`config.mk`:
```
export PLATFORM = sky130hd
export DESIGN_NAME = uart_tx_arb
export DESIGN_NICKNAME = d
export VERILOG_FILES = /design/src/rtl/uart_tx_arb.sv
export SDC_FILE = /design/constraint.sdc
export NUM_CORES = 1
export LEC_CHECK = 0
export ABC_AREA = 0
export CAP_MARGIN = 20
export CORE_MARGIN = 10
export CORE_UTILIZATION = 57
export DETAILED_ROUTE_END_ITERATION = 16
export GPL_TIMING_DRIVEN = 0
export PLACE_DENSITY_LB_ADDON = 0.08
export REMOVE_ABC_BUFFERS = 1
export SETUP_SLACK_MARGIN = 0.1
export SLEW_MARGIN = 20
export SYNTH_ARGS = -nofsm -noshare
export SYNTH_HDL_FRONTEND = slang
export SYNTH_SLANG_ARGS = --single-unit
```
`constraint.sdc`:
```
create_clock -name clk -period 7.55 [get_ports clk]
set_input_delay 0.755 -clock clk [delete_from_list [all_inputs] [get_ports clk]]
set_output_delay 0.755 -clock clk [all_outputs]
set_load 0.01 [all_outputs]
```
`src/rtl/uart_tx_arb.sv`:
```
// uart_tx_arb: shares one uart_tx among NREQ byte sources (0 = echo, 1 = debug, 2 = ID) via per-source holding registers.
// Latency: strobe at edge k -> pend at k+1 -> launch (strt_tx/tx_data/gnt) registered at edge k+1 when IDLE.
// Backpressure: one byte held per source; a strobe into an occupied holder is dropped and flagged sticky in ovf.
// Option: define UART_TX_ARB_FIXED_PRIO_EN for fixed lowest-index-wins arbitration instead of round-robin.
module uart_tx_arb #(
  parameter int unsigned      NREQ    = 3,
  parameter int unsigned      TMO_W   = 16,
  parameter logic [TMO_W-1:0] TMO_CYC = 16'd60000
) (
  input  logic              clk,
  input  logic              rst_n,
  input  logic [NREQ-1:0]   req,
  input  logic [8*NREQ-1:0] req_data,
  output logic [NREQ-1:0]   pend,
  output logic [NREQ-1:0]   ovf,
  input  logic              clr_ovf,
  output logic              tmo,
  output logic              strt_tx,
  output logic [7:0]        tx_data,
  input  logic              tx_done,
  output logic [NREQ-1:0]   gnt
);

  localparam int unsigned IDX_W = (NREQ > 1) ? $clog2(NREQ) : 1;

  typedef enum logic {
    IDLE = 1'b0,
    SEND = 1'b1
  } state_t;

  state_t           state_q;
  state_t           state_d;
  logic [7:0]       hold_q [NREQ];
  logic [NREQ-1:0]  pend_q;
  logic [NREQ-1:0]  ovf_q;
  logic [NREQ-1:0]  gnt_q;
  logic             tmo_q;
  logic             strt_q;
  logic [7:0]       tx_data_q;
  logic [IDX_W-1:0] last_q;
  logic [TMO_W-1:0] wd_q;

  logic             sel_vld;
  logic [IDX_W-1:0] sel_idx;
  logic [IDX_W-1:0] cand;
  logic [NREQ-1:0]  sel_oh;
  logic [NREQ-1:0]  launch_oh;
  logic             launch;
  logic             done_evt;
  logic             tmo_evt;

  // Pick the winning pending holder; the last write in the loop is the winner.
  always_comb begin
    sel_vld = 1'b0;
    sel_idx = '0;
    cand    = '0;
`ifdef UART_TX_ARB_FIXED_PRIO_EN
    for (int k = int'(NREQ) - 1; k >= 0; k--) begin
      cand = IDX_W'(k);
      if (pend_q[cand]) begin
        sel_vld = 1'b1;
        sel_idx = cand;
      end
    end
`else
    for (int k = int'(NREQ); k >= 1; k--) begin
      cand = IDX_W'((int'(last_q) + k) % int'(NREQ));
      if (pend_q[cand]) begin
        sel_vld = 1'b1;
        sel_idx = cand;
      end
    end
`endif
  end

  // One-hot form of the winner, and the same gated by an actual launch.
  always_comb begin
    sel_oh          = '0;
    sel_oh[sel_idx] = sel_vld;
    launch_oh       = launch ? sel_oh : '0;
  end

  // Next-state and launch/complete/abort events; tx_done is ignored while strt_tx is high.
  always_comb begin
    state_d  = state_q;
    launch   = 1'b0;
    done_evt = 1'b0;
    tmo_evt  = 1'b0;
    case (state_q)
      IDLE: begin
        if (sel_vld) begin
          launch  = 1'b1;
          state_d = SEND;
        end
      end
      SEND: begin
        if (!strt_q && tx_done) begin
          done_evt = 1'b1;
          state_d  = IDLE;
        end else if (wd_q == TMO_CYC - 1'b1) begin
          tmo_evt = 1'b1;
          state_d = IDLE;
        end
      end
      default: state_d = IDLE;
    endcase
  end

  // FSM state register.
  always_ff @(posedge clk or negedge rst_n) begin
    if (!rst_n) state_q <= IDLE;
    else        state_q <= state_d;
  end

  // Holding registers: capture into a free (or currently launching) slot, otherwise flag the drop.
  always_ff @(posedge clk or negedge rst_n) begin
    if (!rst_n) begin
      for (int i = 0; i < int'(NREQ); i++) hold_q[i] <= '0;
      pend_q <= '0;
      ovf_q  <= '0;
    end else begin
      if (clr_ovf) ovf_q <= '0;
      for (int i = 0; i < int'(NREQ); i++) begin
        if (req[i] && (!pend_q[i] || launch_oh[i])) begin
          hold_q[i] <= req_data[8*i +: 8];
          pend_q[i] <= 1'b1;
        end else if (req[i]) begin
          ovf_q[i]  <= 1'b1;
        end else if (launch_oh[i]) begin
          pend_q[i] <= 1'b0;
        end
      end
    end
  end

  // Launch datapath, grant tracking, round-robin pointer and transmit watchdog.
  always_ff @(posedge clk or negedge rst_n) begin
    if (!rst_n) begin
      strt_q    <= 1'b0;
      tx_data_q <= '0;
      gnt_q     <= '0;
      last_q    <= IDX_W'(NREQ - 1);
      wd_q      <= '0;
      tmo_q     <= 1'b0;
    end else begin
      strt_q <= launch;
      if (launch) begin
        tx_data_q <= hold_q[sel_idx];
        gnt_q     <= sel_oh;
        last_q    <= sel_idx;
        wd_q      <= '0;
      end else if (state_q == SEND) begin
        wd_q <= wd_q + 1'b1;
        if (done_evt || tmo_evt) gnt_q <= '0;
      end
      if (tmo_evt)      tmo_q <= 1'b1;
      else if (clr_ovf) tmo_q <= 1'b0;
    end
  end

  assign pend    = pend_q;
  assign ovf     = ovf_q;
  assign tmo     = tmo_q;
  assign strt_tx = strt_q;
  assign tx_data = tx_data_q;
  assign gnt     = gnt_q;

endmodule

```
==> run metrics, run 1 <==
status completed; Final Hold Fails 0; Clock Pin Slew Worst Setup and Hold Paths 0.07 ns; Yosys cell types 45; top_reg_cell synth dfrtp_1; die area 8476 um^2; Cell Pwr Density 411.2 nW/um^2; Final min period 3.403 ns; DRT iter0 DRCs 78; All-Layer GR Usage 0.1676; main combinational cell family by area after synthesis multiplexers; Layout area overhead 25.70%; Sequential Area 1553 um^2; post-synthesis mux area share 0.1746; pre-CTS setup slack 4.145 ns; DR pass1 iterations 4; vias per cell 5.517; # hold bufs at CTS 0; Detailed Place HPWL 4682 um; simple-gate area share of the yosys netlist 0.1137; initial core utilization 0.5833; RSZ-0062 raised after global routing false; Die Ht 92.07 um; I/O pin cnt 50; Inserted Diodes 0; Post-CTS Setup Inserts 0; final worst slack 4.147 ns; CTS Buffer Depth 2; row cnt 26; Async SR Flop Fraction 1.000; number of global-route vias before repair 2293; register area share after synthesis 0.5245; Synth Area in Compound Gates 0.1247; final period utilization 0.4508; Slew headroom 0.5995; Syn Std Cell Area 2960 um^2; Pins Over Slew Limit 0; Synth Area in XOR/XNOR 0.01183; Synth warnings 0; startpoint types flop; H-Tree Depth 3; clock latency at the later pin of the worst-skew pair 0.34 ns; critical path peak fanout 21; CP arrival 3.62 ns; Post-Place Cell Area 3513 um^2; share of cells above drive strength 1 0.1833; maximum vdd drop 217.2 uV; Finish-stage setup viols 0; Setup CP Type reg2reg; TritonCTS clock tree built; Post-Synth Adder-Cell Area 0.02113; Setup Skew 0.009487 ns; fmax 293.8 MHz; fillers 372; grt total ovfl 0; DRC 0; antenna violations before repair 0; Leak 1.681 nW; Final #Nets 342; total wire length 6576 um; Routed Antenna Nets 0; Worst-Margin Slew 0.6008 ns; Design Area, Final 3721 um^2; # clock sinks 62; clk root buf clkbuf_8; total CTS buffers 9; EDFF count, synth 0; number of port buffers 49; Hold Path Class in2async; area of the multi-input gates 1320 um^2; synthesized instance count 253; Core Region 5075 um^2; via count 2102; Seq cells post-synth 62; first-pass GRT wire length 11260 um; largest net degree at the start of global routing 38; chip width 92.07 um; Avg Inst Size Synth 11.70 um^2; maxcap violations 0; Worst Setup End Kind flop; TNS Setup 0 ns; Util after Layout 0.7332; CP required 7.77 ns; Wirelength per Cell 17.26 um; RD Place Congestion 0.8040; cells resized by post-CTS repair 0
-- cell families (layout without fill, tap and decap cells) --
family / after synthesis / after routing
simple gates: 65 / 65
flops: 62 / 62
compound gates: 54 / 54
mux: 43 / 43
buf+inv: 20 / 78
fa+ha+maj: 5 / 5
xor+xnor: 4 / 4
-- registers in the layout (all words and copies together) (netlist names) --
signal   count
strt_tx      1
tx_data      8
wd_q        16
gnt          3
ovf          3
pend         3
last_q       2
tmo          1
state_q      1
hold_q      24
-- report_power, final --
part           internal [mW]  switching (mW)
Sequential             0.460          0.0839
Clock                  0.163           0.138
Combinational          0.346           0.340
Total                  0.968           0.562
-- metrics by stage --
stage | total power, mW | hold WS, ns | cells
after floorplan | 1.000 | 0.4471 | 245
after global placement | 1.213 | 0.4628 | 364
after detailed placement | 1.237 | 0.4694 | 365
after CTS | 1.547 | 0.3130 | 381
after global routing | 1.634 | 0.3195 | 381
final | 1.530 | 0.3181 | 381
-- routing by layer --
layer,global-route usage,part of all wire
met1,0.1941,0.44
met2,0.2835,0.50
met3,0.06601,0.050
met4,0.04242,0.0087
met5,0,0
-- synthesized netlist by cell type, types with 3 or more instances --
cell,count,area share
a21oi_1,10,0.017
o21ai_0,17,0.029
nand2_1,11,0.014
mux2_4,9,0.046
nor2_1,13,0.016
nand4_1,3,0.0063
dfrtp_1,61,0.52
o22ai_1,5,0.011
nor2b_1,3,0.0063
and3_1,12,0.025
inv_1,11,0.014
mux2i_1,10,0.034
nand3_1,13,0.022
buf_2,4,0.0068
mux2_2,22,0.084
ha_1,5,0.021
a21o_1,6,0.015
-- critical path, stage by stage (launching register included) --
cell	delay (ns)
dfstp_2	0.56
inv_1	0.06
ha_1	0.26
mux2_1	0.35
mux2i_1	0.21
a31o_2	0.54
inv_2	0.29
o211a_1	0.23
o21a_1	0.40
mux2_4	0.38
-- cells in the final DEF, fill, tap and decap left out, types with 6 or more instances in the layout --
cell type	count
dfrtp_1	61
clkdlybuf4s50_1	48
mux2_2	22
o21ai_0	17
nand3_1	13
nor2_1	13
and3_1	12
inv_1	11
nand2_1	11
mux2i_1	10
a21oi_1	10
clkbuf_8	10
mux2_4	9
a21o_1	6
-- final timing paths --
path / start / end / slack (ns) / depth (start not counted)
worst max-delay path: last_q[1] / hold_q[23] / 4.15 / 9
worst min-delay path: rst_n / gnt[1] / 0.32 / 1
worst max register to register: last_q[1] / hold_q[23] / 4.15 / 9
worst min register to register: gnt[0] / gnt[0] / 0.48 / 1
max in group asynchronous: rst_n / last_q[1] / 6.67 / 2
min in group clk: gnt[0] / gnt[0] / 0.48 / 1
-- area by class of cell --
type,count,share of cell area
Tap cell,70,0.02354
Inverter,12,0.01210
Clock inverter,6,0.01883
Multi-Input combinational cell,171,0.3547
Sequential cell,62,0.4173
Timing Repair Buffer,50,0.1365
Clock buffer,10,0.03699
(Power assumes the default switching activity.)
==> run 2, diff against run 1 <==
- CORE_UTILIZATION: 57 -> 48
- clock period: 7.55 -> 2.9 ns (I/O delays scaled with it)
==> run 2 against run 1 <==
  * Largest power group unchanged
  * Non-clock buffer count increased by 10
  * Sequential power rose to 2.6 times the previous value
  * Clock skew down 0.0028 ns
  * Sequential cell count is the same
==> run metrics, run 2 (same netlist as run 1, synthesis figures left out) <==
die area 9708 um^2; via count 2160; TritonCTS clock tree built; Largest register FFs 24; number of port buffers 49; Clock Pin Slew Worst Setup and Hold Paths 0.06 ns; CTS Buffer Depth 2; Inserted Diodes 0; DRT iter0 DRCs 89; RD Place Congestion 0.8497; largest net degree at the start of global routing 34; final period utilization 0.9415; clock latency at the later pin of the worst-skew pair 0.33 ns; Routed Antenna Nets 0; DRC 0; number of global-route vias before repair 2225; fmax 366.3 MHz; Reg2Reg Depth 10; grt total ovfl 0; All-Layer GR Usage 0.1415; worst reg2reg endpoint hold_q[15]; RR Startpoint last_q[1]; Final Hold Fails 0; H-Tree Depth 3; startpoint types flop; fillers 481; antenna violations before repair 0; reg2reg setup slack 0.17 ns; I/O pin cnt 50; maxcap violations 0; total CTS buffers 9; Finish-stage setup viols 0; most common cell after layout, fill and taps aside dfrtp_1; Setup Skew 0.006727 ns; total wire length 6865 um; Layout area overhead 30.43%; maximum vdd drop 554.1 uV; Final min period 2.730 ns; CP required 3.11 ns; DR pass1 iterations 4; commonest non-fill, non-tap cells in the layout dfrtp_1 (61), clkdlybuf4s50_1 (48), mux2_2 (22); Util after Layout 0.6483; CP arrival 2.94 ns; critical path peak fanout 10; most flop-heavy register hold_q; Final #Nets 353; status completed; minimum hold slack 0.4526 ns; Wirelength per Cell 17.34 um; clk root buf clkbuf_8; Hold Path Class in2async; first-pass GRT wire length 11250 um; row cnt 28; vias per cell 5.455; Leak 1.746 nW; Cell Pwr Density 1078 nW/um^2; Core Region 5956 um^2; initial core utilization 0.4971; Slew headroom 0.6507; Worst-Margin Slew 0.5184 ns; RSZ-0062 raised after global routing false; Detailed Place HPWL 4612 um; Die Ht 98.53 um; Worst Setup End Kind flop; # clock sinks 62; chip width 98.53 um; share of cells above drive strength 1 0.2212; Pins Over Slew Limit 0; Setup CP Type reg2reg
## run 2: cell count changes in the layout (fill, tap and decap cells not counted), sizes merged
cell	before	now
inv	13	12
buf	2	11
clkinvlp	3	0
a31o	1	2
clkbuf	10	14
dlygate4sd3	0	1
bufinv	1	0
## run 2: through the flow
| stage | std cells | power, mW | TNS (ns) | setup WS, ns | area [um^2] |
|---|---|---|---|---|---|
| 2_1_floorplan | 245 | 2.604 | 0 | 0.07930 | 2918 |
| 3_5_place_dp | 370 | 3.201 | -3.322 | -0.4172 | 3520 |
| 4_1_cts | 389 | 3.981 | 0 | 0.1077 | 3756 |
| 3_3_place_gp | 369 | 3.163 | -32.83 | -0.4895 | 3502 |
| 5_1_grt | 396 | 4.453 | 0 | 0.07497 | 3861 |
| 6_report | 396 | 4.161 | 0 | 0.1698 | 3861 |
## run 2: area by class of cell
type | instances | area (um^2) | share of cell area
inverters | 12 | 47.55 | 0.01231
clock buffers | 14 | 162.7 | 0.04213
multi-input cells | 172 | 1398 | 0.3620
well taps | 75 | 93.84 | 0.02430
flip-flops and latches | 62 | 1553 | 0.4021
repair buffers | 60 | 601.8 | 0.1559
clock inverters | 1 | 5.005 | 0.001296
## run 2: critical path, stage by stage, from the launching register on
cell       delay, ns
dfstp_2         0.58
inv_1           0.10
ha_4            0.20
mux2i_1         0.15
o21a_2          0.27
a31o_4          0.27
buf_6           0.16
a2111oi_4       0.36
o21ai_4         0.12
buf_12          0.16
mux2_2          0.26
## run 2: worst max path at each step
stage | start | end | cells after the start
floorplan | last_q[1] | hold_q[16] | 9
global placement | rst_n | gnt[2] | 1
detailed placement | last_q[1] | hold_q[18] | 9
CTS | last_q[1] | hold_q[11] | 10
global route | last_q[1] | hold_q[11] | 10
finish | last_q[1] | hold_q[15] | 10
## run 2: per-layer routing
layer | global-route usage | vias up | share of wire
met3 | 0.03561 | 14 | 0.049
met1 | 0.1864 | 1051 | 0.47
met5 | 0 | - | 0
li1 | - | 1037 | -
met2 | 0.2123 | 58 | 0.46
met4 | 0.06725 | 0 | 0.019
## run 2: power by group
| part | switching (mW) | leakage, nW | internal [mW] | total (mW) |
|---|---|---|---|---|
| Sequential | 0.223 | 0.766 | 1.20 | 1.42 |
| Clock | 0.314 | 0.0865 | 0.352 | 0.666 |
| Combinational | 0.978 | 0.893 | 1.10 | 2.07 |
| Total | 1.51 | 1.75 | 2.65 | 4.16 |
## run 2: repair_timing
item | 4_1_cts | 5_1_grt
pin swaps | 3 | 3
gates resized for setup | 5 | 10
hold buffers | 1 | 0
gates cloned | 1 | 0
setup endpoints to repair | 24 | 24
buffers inserted | 2 | 7
hold endpoints to repair | 32 | 0
==> run 3, diff against run 2 <==
- CORE_UTILIZATION: 48 -> 57
- DONT_BUFFER_PORTS: unset -> 1
- TNS_END_PERCENT: unset -> 100
==> run 3 against run 2 <==
  * Core utilization rose by 2.4 points
  * Routed wire length rose by 1.3%
  * Via count fell by 5.8%
  * Sequential share of layout area rose by 5.3 points
  * Critical endpoint is now hold_q[2]
  * Design area fell by 12%
  * Setup slack got worse by 0.030 ns
  * Highest routed layer unchanged
  * Die area fell by 13%
  * Non-clock buffer count fell by 49
  * Clock skew fell by 0.0018 ns
  * Sequential power rose by 6%
==> run metrics, run 3 (same netlist as run 1, synthesis figures left out) <==
hold path startpoint clr_ovf; Setup CP Type reg2reg; fmax 362.3 MHz; Detailed Place HPWL 4474 um; fillers 403; most common cell after layout, fill and taps aside dfrtp_1; vias per cell 5.930; # clock sinks 62; pre-CTS setup slack -0.4966 ns; startpoint types flop; row cnt 26; max incr delay on CP 0.56 ns; Inserted Diodes 0; metal2 WL 3393 um; status completed; final period utilization 0.9517; All-Layer GR Usage 0.1679; first-pass GRT wire length 11140 um; DR pass1 iterations 4; clk root buf clkbuf_8; Largest register FFs 24; Hold Path Class in2reg; Worst-Margin Slew 0.5070 ns; DRC 0; I/O pin cnt 50; chip width 92.07 um; number of port buffers 0; RD Place Congestion 0.7754; crit path from last_q[1]; initial core utilization 0.5833; Final Hold Fails 0; CP Cell Sequence inv_1 -> ha_4 -> mux2_1 -> mux2i_2 -> a31o_4 -> buf_4 -> buf_4 -> o21ai_2 -> nand2_4 -> mux2_2; Post-Layout Cell Count 343; RR Startpoint last_q[1]; TritonCTS clock tree built; RSZ-0062 raised after global routing false; maximum vdd drop 672.6 uV; maxcap violations 0; Clock Pin Slew Worst Setup and Hold Paths 0.07 ns; die area 8476 um^2; Final #Nets 304; commonest non-fill, non-tap cells in the layout dfrtp_1 (61), mux2_2 (22), o21ai_0 (17); most flop-heavy register hold_q; largest net degree at the start of global routing 63; DRT iter0 DRCs 113; CTS Buffer Depth 2; Slew headroom 0.6620; Core Region 5075 um^2; Setup Skew 0.004920 ns; CP dominant cell by count buf_4; Worst Setup End Kind flop; TNS Setup 0 ns; final worst slack 0.1401 ns; Leak 1.579 nW; antenna violations before repair 0; total wire length 6954 um; H-Tree Depth 3; number of global-route vias before repair 2116; Finish-stage setup viols 0; slowest CP cell dfstp_2; metal3 WL 605 um; Util after Layout 0.6721; Routed Antenna Nets 0; Layout area overhead 15.22%; Pins Over Slew Limit 0; Die Ht 92.07 um; clock latency at the later pin of the worst-skew pair 0.34 ns; Cell Pwr Density 1192 nW/um^2; Post-Place Cells 315; share of cells above drive strength 1 0.2601; CP arrival 2.99 ns; total CTS buffers 9; DR top layer met4; grt total ovfl 0; M1 WL 2866 um; CP required 3.13 ns; Wirelength per Cell 20.27 um; critical path peak fanout 8; via count 2034; Final min period 2.760 ns
## run 3: per-stage QoR
step / area, um^2 / power (mW) / hold WS (ns)
2_1_floorplan: 2918 / 2.604 / -0.005591
3_3_place_gp: 3005 / 2.919 / -0.003720
3_5_place_dp: 3005 / 2.962 / -0.003308
4_1_cts: 3352 / 3.986 / 0.03554
5_1_grt: 3411 / 4.321 / 0.03292
6_report: 3411 / 4.066 / 0.05264
## run 3: metal layers
metal,up-vias,GRT usage
met4,0,0.07584
met5,-,0
met1,1024,0.1874
met2,54,0.2676
li1,948,-
met3,8,0.07905
## run 3: worst max-delay path: cells and delay by family, from the launching register on
family          cells  cell delay (ns)
simple gates        1             0.16
buf+inv             3             0.40
fa+ha+maj           1             0.19
mux                 3             1.00
flops               1             0.56
compound gates      2             0.33
## run 3: repair_timing
item | in CTS | in global routing
buffers inserted | 5 | 4
endpoints found under the setup margin | 32 | 29
hold buffers | 2 | 0
cloned | 1 | 0
endpoints found under the hold margin | 62 | 0
pin swaps | 3 | 2
gates resized for setup | 6 | 5
## run 3: final cells by class
type	count	area (um^2)	area share
sequential	62	1553	0.4552
multi-input combinational	172	1383	0.4054
clock buffer	9	123.9	0.03632
timing repair buffer	11	117.6	0.03448
clock inverter	7	98.84	0.02898
tap	70	87.58	0.02568
inverter	12	47.55	0.01394
## run 3: worst paths after layout
check                                  to  slack, ns  depth (start not counted)
worst max register to register  hold_q[2]       0.14                         10
max in group asynchronous       last_q[1]       2.09                          2
worst min register to register  hold_q[1]       0.50                          1
worst max-delay path            hold_q[2]       0.14                         10
worst min-delay path                  tmo       0.05                          1
min in group asynchronous         wd_q[0]       0.52                          2
## run 3: power breakdown
part | total [mW] | leakage, nW | switching [mW] | internal [mW]
clock | 0.838 | 0.109 | 0.352 | 0.486
sequential | 1.50 | 0.766 | 0.301 | 1.20
combinational | 1.73 | 0.704 | 0.871 | 0.860
total | 4.07 | 1.58 | 1.52 | 2.54
